`src/rtl/mem_stage_ctrl_if.sv`:
```
// Data-memory handshake bundle between the MEM-stage controller (master)
// and a variable-latency data memory (slave).
interface mem_stage_ctrl_if #(
  parameter int DATA_W = 32
);
  logic              mem_req_o;
  logic              mem_we_o;
  logic [DATA_W-1:0] mem_addr_o;
  logic [DATA_W-1:0] mem_wdata_o;
  logic              mem_ack_i;
  logic [DATA_W-1:0] mem_rdata_i;

  modport master (
    output mem_req_o, mem_we_o, mem_addr_o, mem_wdata_o,
    input  mem_ack_i, mem_rdata_i
  );

  modport slave (
    input  mem_req_o, mem_we_o, mem_addr_o, mem_wdata_o,
    output mem_ack_i, mem_rdata_i
  );
endinterface

```
`src/rtl/mem_stage_ctrl.sv`:
```
// Memory-stage access controller feeding the MEM/WB register; stalls upstream
// while a data-memory access is outstanding. Optional abort: MEM_TIMEOUT_EN.
module mem_stage_ctrl #(
  parameter int DATA_W      = 32,
  parameter int TIMEOUT_CYC = 16
) (
  input  logic              clk_i,
  input  logic              rst_i,
  input  logic [1:0]        wb_i,
  input  logic [1:0]        m_i,
  input  logic [DATA_W-1:0] addr_i,
  input  logic [DATA_W-1:0] wdata_i,
  input  logic [4:0]        rd_i,
  mem_stage_ctrl_if.master  mem,
  output logic              stall_o,
  output logic [1:0]        wb_o,
  output logic [DATA_W-1:0] rdata_o,
  output logic [DATA_W-1:0] alu_o,
  output logic [4:0]        rd_o,
  output logic              err_o
);

  typedef enum logic {
    IDLE   = 1'b0,
    ACCESS = 1'b1
  } state_t;

  state_t            r_state;
  state_t            w_state_nxt;
  logic              w_mem_op;
  logic              w_ack;
  logic              w_timeout;

  logic              r_mem_req;
  logic              r_mem_we;
  logic [DATA_W-1:0] r_mem_addr;
  logic [DATA_W-1:0] r_mem_wdata;
  logic [1:0]        r_wb;
  logic [DATA_W-1:0] r_rdata;
  logic [DATA_W-1:0] r_alu;
  logic [4:0]        r_rd;

  assign w_mem_op = |m_i;
  assign w_ack    = (r_state == ACCESS) && mem.mem_ack_i;

`ifdef MEM_TIMEOUT_EN
  localparam int                CNT_W    = $clog2(TIMEOUT_CYC + 1);
  localparam logic [CNT_W-1:0]  CNT_LAST = CNT_W'(TIMEOUT_CYC - 1);

  logic [CNT_W-1:0] r_wait_cnt;
  logic             r_err;

  // Abort fires on the cycle whose increment would reach TIMEOUT_CYC; an ack
  // in that same cycle takes priority and completes normally.
  assign w_timeout = (r_state == ACCESS) && !mem.mem_ack_i && (r_wait_cnt == CNT_LAST);

  always_ff @(posedge clk_i or negedge rst_i) begin
    if (!rst_i) begin
      r_wait_cnt <= '0;
      r_err      <= 1'b0;
    end else begin
      if (r_state == IDLE)
        r_wait_cnt <= '0;
      else if (!mem.mem_ack_i)
        r_wait_cnt <= r_wait_cnt + 1'b1;
      if (w_timeout)
        r_err <= 1'b1;
    end
  end

  assign err_o = r_err;
`else
  assign w_timeout = 1'b0;
  assign err_o     = 1'b0;
`endif

  // NOTE: state register in its own always_ff; all next-state decoding lives in always_comb.
  always_ff @(posedge clk_i or negedge rst_i) begin
    if (!rst_i) r_state <= IDLE;
    else        r_state <= w_state_nxt;
  end

  // NOTE: every always_comb output gets a default first so no latch is inferred.
  always_comb begin
    w_state_nxt = r_state;
    stall_o     = 1'b0;
    case (r_state)
      IDLE: begin
        if (w_mem_op) begin
          stall_o     = 1'b1;
          w_state_nxt = ACCESS;
        end
      end
      ACCESS: begin
        if (mem.mem_ack_i || w_timeout) w_state_nxt = IDLE;
        else                            stall_o     = 1'b1;
      end
      default: w_state_nxt = IDLE;
    endcase
  end

  // NOTE: sequential state uses non-blocking assignments only, so every register
  // samples pre-edge values regardless of statement order.
  always_ff @(posedge clk_i or negedge rst_i) begin
    if (!rst_i) begin
      r_mem_req   <= 1'b0;
      r_mem_we    <= 1'b0;
      r_mem_addr  <= '0;
      r_mem_wdata <= '0;
      r_wb        <= '0;
      r_rdata     <= '0;
      r_alu       <= '0;
      r_rd        <= '0;
    end else begin
      case (r_state)
        IDLE: begin
          if (w_mem_op) begin
            r_mem_req   <= 1'b1;
            r_mem_we    <= m_i[0];
            r_mem_addr  <= addr_i;
            r_mem_wdata <= wdata_i;
            r_wb        <= '0;
          end else begin
            r_wb    <= wb_i;
            r_alu   <= addr_i;
            r_rd    <= rd_i;
            r_rdata <= '0;
          end
        end
        ACCESS: begin
          if (w_ack) begin
            r_mem_req <= 1'b0;
            r_wb      <= wb_i;
            r_alu     <= addr_i;
            r_rd      <= rd_i;
            r_rdata   <= r_mem_we ? '0 : mem.mem_rdata_i;
          end else if (w_timeout) begin
            // Aborted access retires as a non-writing instruction.
            r_mem_req <= 1'b0;
            r_wb      <= '0;
            r_alu     <= addr_i;
            r_rd      <= rd_i;
            r_rdata   <= '0;
          end else begin
            r_wb <= '0;
          end
        end
        default: r_mem_req <= 1'b0;
      endcase
    end
  end

  assign mem.mem_req_o   = r_mem_req;
  assign mem.mem_we_o    = r_mem_we;
  assign mem.mem_addr_o  = r_mem_addr;
  assign mem.mem_wdata_o = r_mem_wdata;
  assign wb_o            = r_wb;
  assign rdata_o         = r_rdata;
  assign alu_o           = r_alu;
  assign rd_o            = r_rd;

endmodule

```
`src/flat_wrapper.sv`:
```
// flat-port wrapper written by rule: the top's interface ports become plain ports
module mem_stage_ctrl_flat 
#(
  parameter int DATA_W      = 32,
  parameter int TIMEOUT_CYC = 16
)
  (clk_i, rst_i, wb_i, m_i, addr_i, wdata_i, rd_i, stall_o, wb_o, rdata_o, alu_o, rd_o, err_o, mem_mem_req_o, mem_mem_we_o, mem_mem_addr_o, mem_mem_wdata_o, mem_mem_ack_i, mem_mem_rdata_i);
  mem_stage_ctrl_if #(.DATA_W(DATA_W)) mem_i ();
  input  logic clk_i;
  input  logic rst_i;
  input  logic [1:0] wb_i;
  input  logic [1:0] m_i;
  input  logic [DATA_W-1:0] addr_i;
  input  logic [DATA_W-1:0] wdata_i;
  input  logic [4:0] rd_i;
  output logic stall_o;
  output logic [1:0] wb_o;
  output logic [DATA_W-1:0] rdata_o;
  output logic [DATA_W-1:0] alu_o;
  output logic [4:0] rd_o;
  output logic err_o;
  output wire logic [$bits(mem_i.mem_req_o)-1:0] mem_mem_req_o;
  output wire logic [$bits(mem_i.mem_we_o)-1:0] mem_mem_we_o;
  output wire logic [$bits(mem_i.mem_addr_o)-1:0] mem_mem_addr_o;
  output wire logic [$bits(mem_i.mem_wdata_o)-1:0] mem_mem_wdata_o;
  input wire logic [$bits(mem_i.mem_ack_i)-1:0] mem_mem_ack_i;
  input wire logic [$bits(mem_i.mem_rdata_i)-1:0] mem_mem_rdata_i;
  assign mem_mem_req_o = mem_i.mem_req_o;
  assign mem_mem_we_o = mem_i.mem_we_o;
  assign mem_mem_addr_o = mem_i.mem_addr_o;
  assign mem_mem_wdata_o = mem_i.mem_wdata_o;
  assign mem_i.mem_ack_i = mem_mem_ack_i;
  assign mem_i.mem_rdata_i = mem_mem_rdata_i;
  mem_stage_ctrl #(.DATA_W(DATA_W), .TIMEOUT_CYC(TIMEOUT_CYC)) u_core (.clk_i(clk_i), .rst_i(rst_i), .wb_i(wb_i), .m_i(m_i), .addr_i(addr_i), .wdata_i(wdata_i), .rd_i(rd_i), .mem(mem_i), .stall_o(stall_o), .wb_o(wb_o), .rdata_o(rdata_o), .alu_o(alu_o), .rd_o(rd_o), .err_o(err_o));
endmodule
```
`config.mk`:
```
export PLATFORM = sky130hd
export DESIGN_NAME = mem_stage_ctrl_flat
export DESIGN_NICKNAME = d
export VERILOG_FILES = /design/src/rtl/mem_stage_ctrl_if.sv /design/src/rtl/mem_stage_ctrl.sv /design/src/flat_wrapper.sv
export SDC_FILE = /design/constraint.sdc
export NUM_CORES = 1
export LEC_CHECK = 0
export BUFFER_PORTS_ARGS = -buffer_cell sky130_fd_sc_hd__buf_2
export CAP_MARGIN = 20
export CORE_MARGIN = 4
export CORE_UTILIZATION = 50
export CTS_CLUSTER_SIZE = 24
export DETAILED_ROUTE_END_ITERATION = 16
export GPL_ROUTABILITY_DRIVEN = 0
export MAX_ROUTING_LAYER = met4
export PLACE_DENSITY = 0.85
export SLEW_MARGIN = 20
export SYNTH_ARGS = -nofsm -noshare
export SYNTH_HDL_FRONTEND = slang
export SYNTH_SLANG_ARGS = --single-unit
```
`constraint.sdc`:
```
create_clock -name clk_i -period 2.4 [get_ports clk_i]
set_input_delay 0.48 -clock clk_i [delete_from_list [all_inputs] [get_ports clk_i]]
set_output_delay 0.48 -clock clk_i [all_outputs]
set_load 0.02 [all_outputs]
```
==> impl_metrics.ini <==
[status]
status = finished clean

[sta]
worst_pin_slew_ps = 700
fmax_mhz = 508
timing.final.crit_period_ps = 1970
period_share_pct = 82.1
final-max-slew-violation-count = 0
maxSlewHeadroom_pct = 53.3
setup_viol = 0
finClkSkew_ps = 6.78
worst_hold_slack_ps = 186
setup_tns_ps = 0
finalHoldViolCount = 0
grt_setup_unrepaired = false

[routing]
wl_per_cell_um = 18.2
drc = 0
ant_nets = 0
wl_met1_mm = 4.91
drt_iter0_markers = 126
wl_met2_mm = 6.59
routed_via_density = 5.14
wl_met3_mm = 1.01
first_pass_iters = 4
wirelength_mm = 12.7
vias = 3580
highest_layer = met4

[setup_path]
crit_start = u_core.r_state$_DFF_PN0_
cp_num_buf_inv = 1
path_delay_family = flip-flops
criticalPathCategory = reg2out
cp.arrival_ps = 1490
crit_fanout = 3
crit_path_start_kind = flip-flop
reg2reg_slack_ps = 680
cp.required_ps = 1920
r2r_start = u_core.r_state$_DFF_PN0_
crit_path_top_delay_cell = dfrtp_1
crit_chain = o31a_2 > buf_2
critPathMaxStageDelay_ps = 410
cp-end-kind = output pin

[floorplanning]
rows = 36
ios = 247
core_region_area_sq_mm = 0.00995
die_h_um = 110
die_w_um = 110
dieArea_sq_mm = 0.0121
initial_utilization_pct = 52.2

[global_routing]
gr-total-overflow = 0
antenna_found_initial = 0
grt_pass1_wl_mm = 19.5
grt_max_degree = 56
track_usage_pct = 22.1
first_global_vias = 3860

[yosys]
yosysSeqAreaShare_pct = 66.4
synth_nets = 408
ys_ff_latch = 138
avgSynthCellArea_sq_um = 17.3
yosysWarningCount = 0
synth_area_sq_mm = 0.00520
ys_types = 16
synthCells = 300

[power]
p_leak_nw = 3.72
vdd_ir_drop_max_v = 0.000573
power_w = 0.00768
powerDensity_mw_per_mm2 = 1070

[clock_tree]
cts_resized = 0
postCtsSetupRepairBufs = 0
clkSinkCount = 138
cts_buffers = 17
clkTransAtPathRegs_ps = 60
root_buffer = clkbuf_8
clockBufferDepth = 2
cts_tree = done
insertion_delay_ps = 500
cts.hold.buffers_added = 1
cts_max_level = 4

[placed_design]
hpwl_mm = 9.34
port_buffers = 245
placed_area_sq_mm = 0.00656
dp.cells = 666

[worst_hold_path]
min_from = mem_mem_rdata_i[20]
hp-class = in2reg

[layout]
nFillCells = 691
fin_cells = 697
post-route-cell-area_sq_mm = 0.00717
n_antenna_cell = 0
area_delta_synth_final_pct = 37.9
final_nets = 661
final_layout_size_suffix_gt1_share_pct = 68.6

[run]
maxCapViolCount = 0
## cell type report
type | count | area, sq um | area share (%)
flip-flops and latches | 138 | 3450 | 48.1
well taps | 133 | 166 | 2.32
clock buffers | 18 | 428 | 5.96
repair buffers | 253 | 1320 | 18.4
clock inverters | 12 | 175 | 2.44
multi-input cells | 142 | 1630 | 22.7
inverters | 1 | 3.75 | 0.0523
## synthesized netlist by cell type
cell      instances  area (sq um)
o31a_1            1          8.76
clkbuf_1          2          7.51
nor2b_1           2          12.5
inv_1             1          3.75
a22o_1           32           280
a21boi_0          1          7.51
buf_2             7          35.0
buf_6             5          56.3
o21bai_1          1          7.51
buf_4             5          37.5
nand2_1           1          3.75
nor2_1            1          3.75
mux2_2           67           754
mux2_4           35           526
conb_1            1          3.75
dfrtp_1         138          3450
## cell families (layout without fill, tap and decap cells)
| logic type | Yosys count | after routing | synth area share, % |
|---|---|---|---|
| flip-flops | 138 | 138 | 66.4 |
| multiplexers | 102 | 102 | 24.6 |
| AO/OA/AOI/OAI | 35 | 35 | 5.85 |
| buffers and inverters | 20 | 284 | 2.69 |
| AND/OR/NAND/NOR | 4 | 4 | 0.385 |
| other | 1 | 1 | 0.0721 |
## cells in the final DEF (no fill, tap or decap), types with 2 or more instances in the layout
master	Yosys	routed
buf_2	7	244
dfrtp_1	138	138
mux2_2	67	67
mux2_4	35	35
a22o_1	32	32
clkbuf_16	0	16
buf_4	5	5
bufinv_16	0	4
clkinv_2	0	3
clkinvlp_4	0	3
nor2b_1	2	2
clkbuf_8	0	2
clkinv_4	0	2
buf_12	0	2
## routing by layer
layer / global-route usage [%] / up-vias
li1: - / 1581
met1: 25.0 / 1811
met3: 6.58 / 20
met5: - / -
met4: 7.84 / 0
met2: 37.3 / 168
## final timing paths
kind | end | depth (start not counted)
worst min-delay path | u_core.rdata_o[20]$_DFFE_PN0P_ | 2
min in group asynchronous | u_core.mem.mem_addr_o[18]$_DFFE_PN0P_ | 2
worst max register to register | u_core.rd_o[4]$_DFFE_PN0P_ | 4
max in group asynchronous | u_core.mem.mem_wdata_o[24]$_DFFE_PN0P_ | 3
worst min register to register | u_core.mem.mem_addr_o[3]$_DFFE_PN0P_ | 1
worst max-delay path | stall_o | 2
## where the power goes
group          internal, W  switching [W]
clock              0.00170       0.000936
sequential         0.00279       0.000258
combinational     0.000854        0.00114
## stage by stage
step	utilization [%]	worst slack, ps
finish	72.1	431
floorplan	-	845
detailed placement	65.9	469
CTS	72.0	405
global route	72.1	368
global placement	65.9	595
## registers in the layout, indices dropped and copies added, names as in the netlist
name                    count
u_core.alu_o               32
u_core.mem.mem_addr_o      32
u_core.mem.mem_req_o        1
u_core.mem.mem_wdata_o     32
u_core.mem.mem_we_o         1
u_core.r_state              1
u_core.rd_o                 5
u_core.rdata_o             32
u_core.wb_o                 2
(Power assumes the default switching activity.)
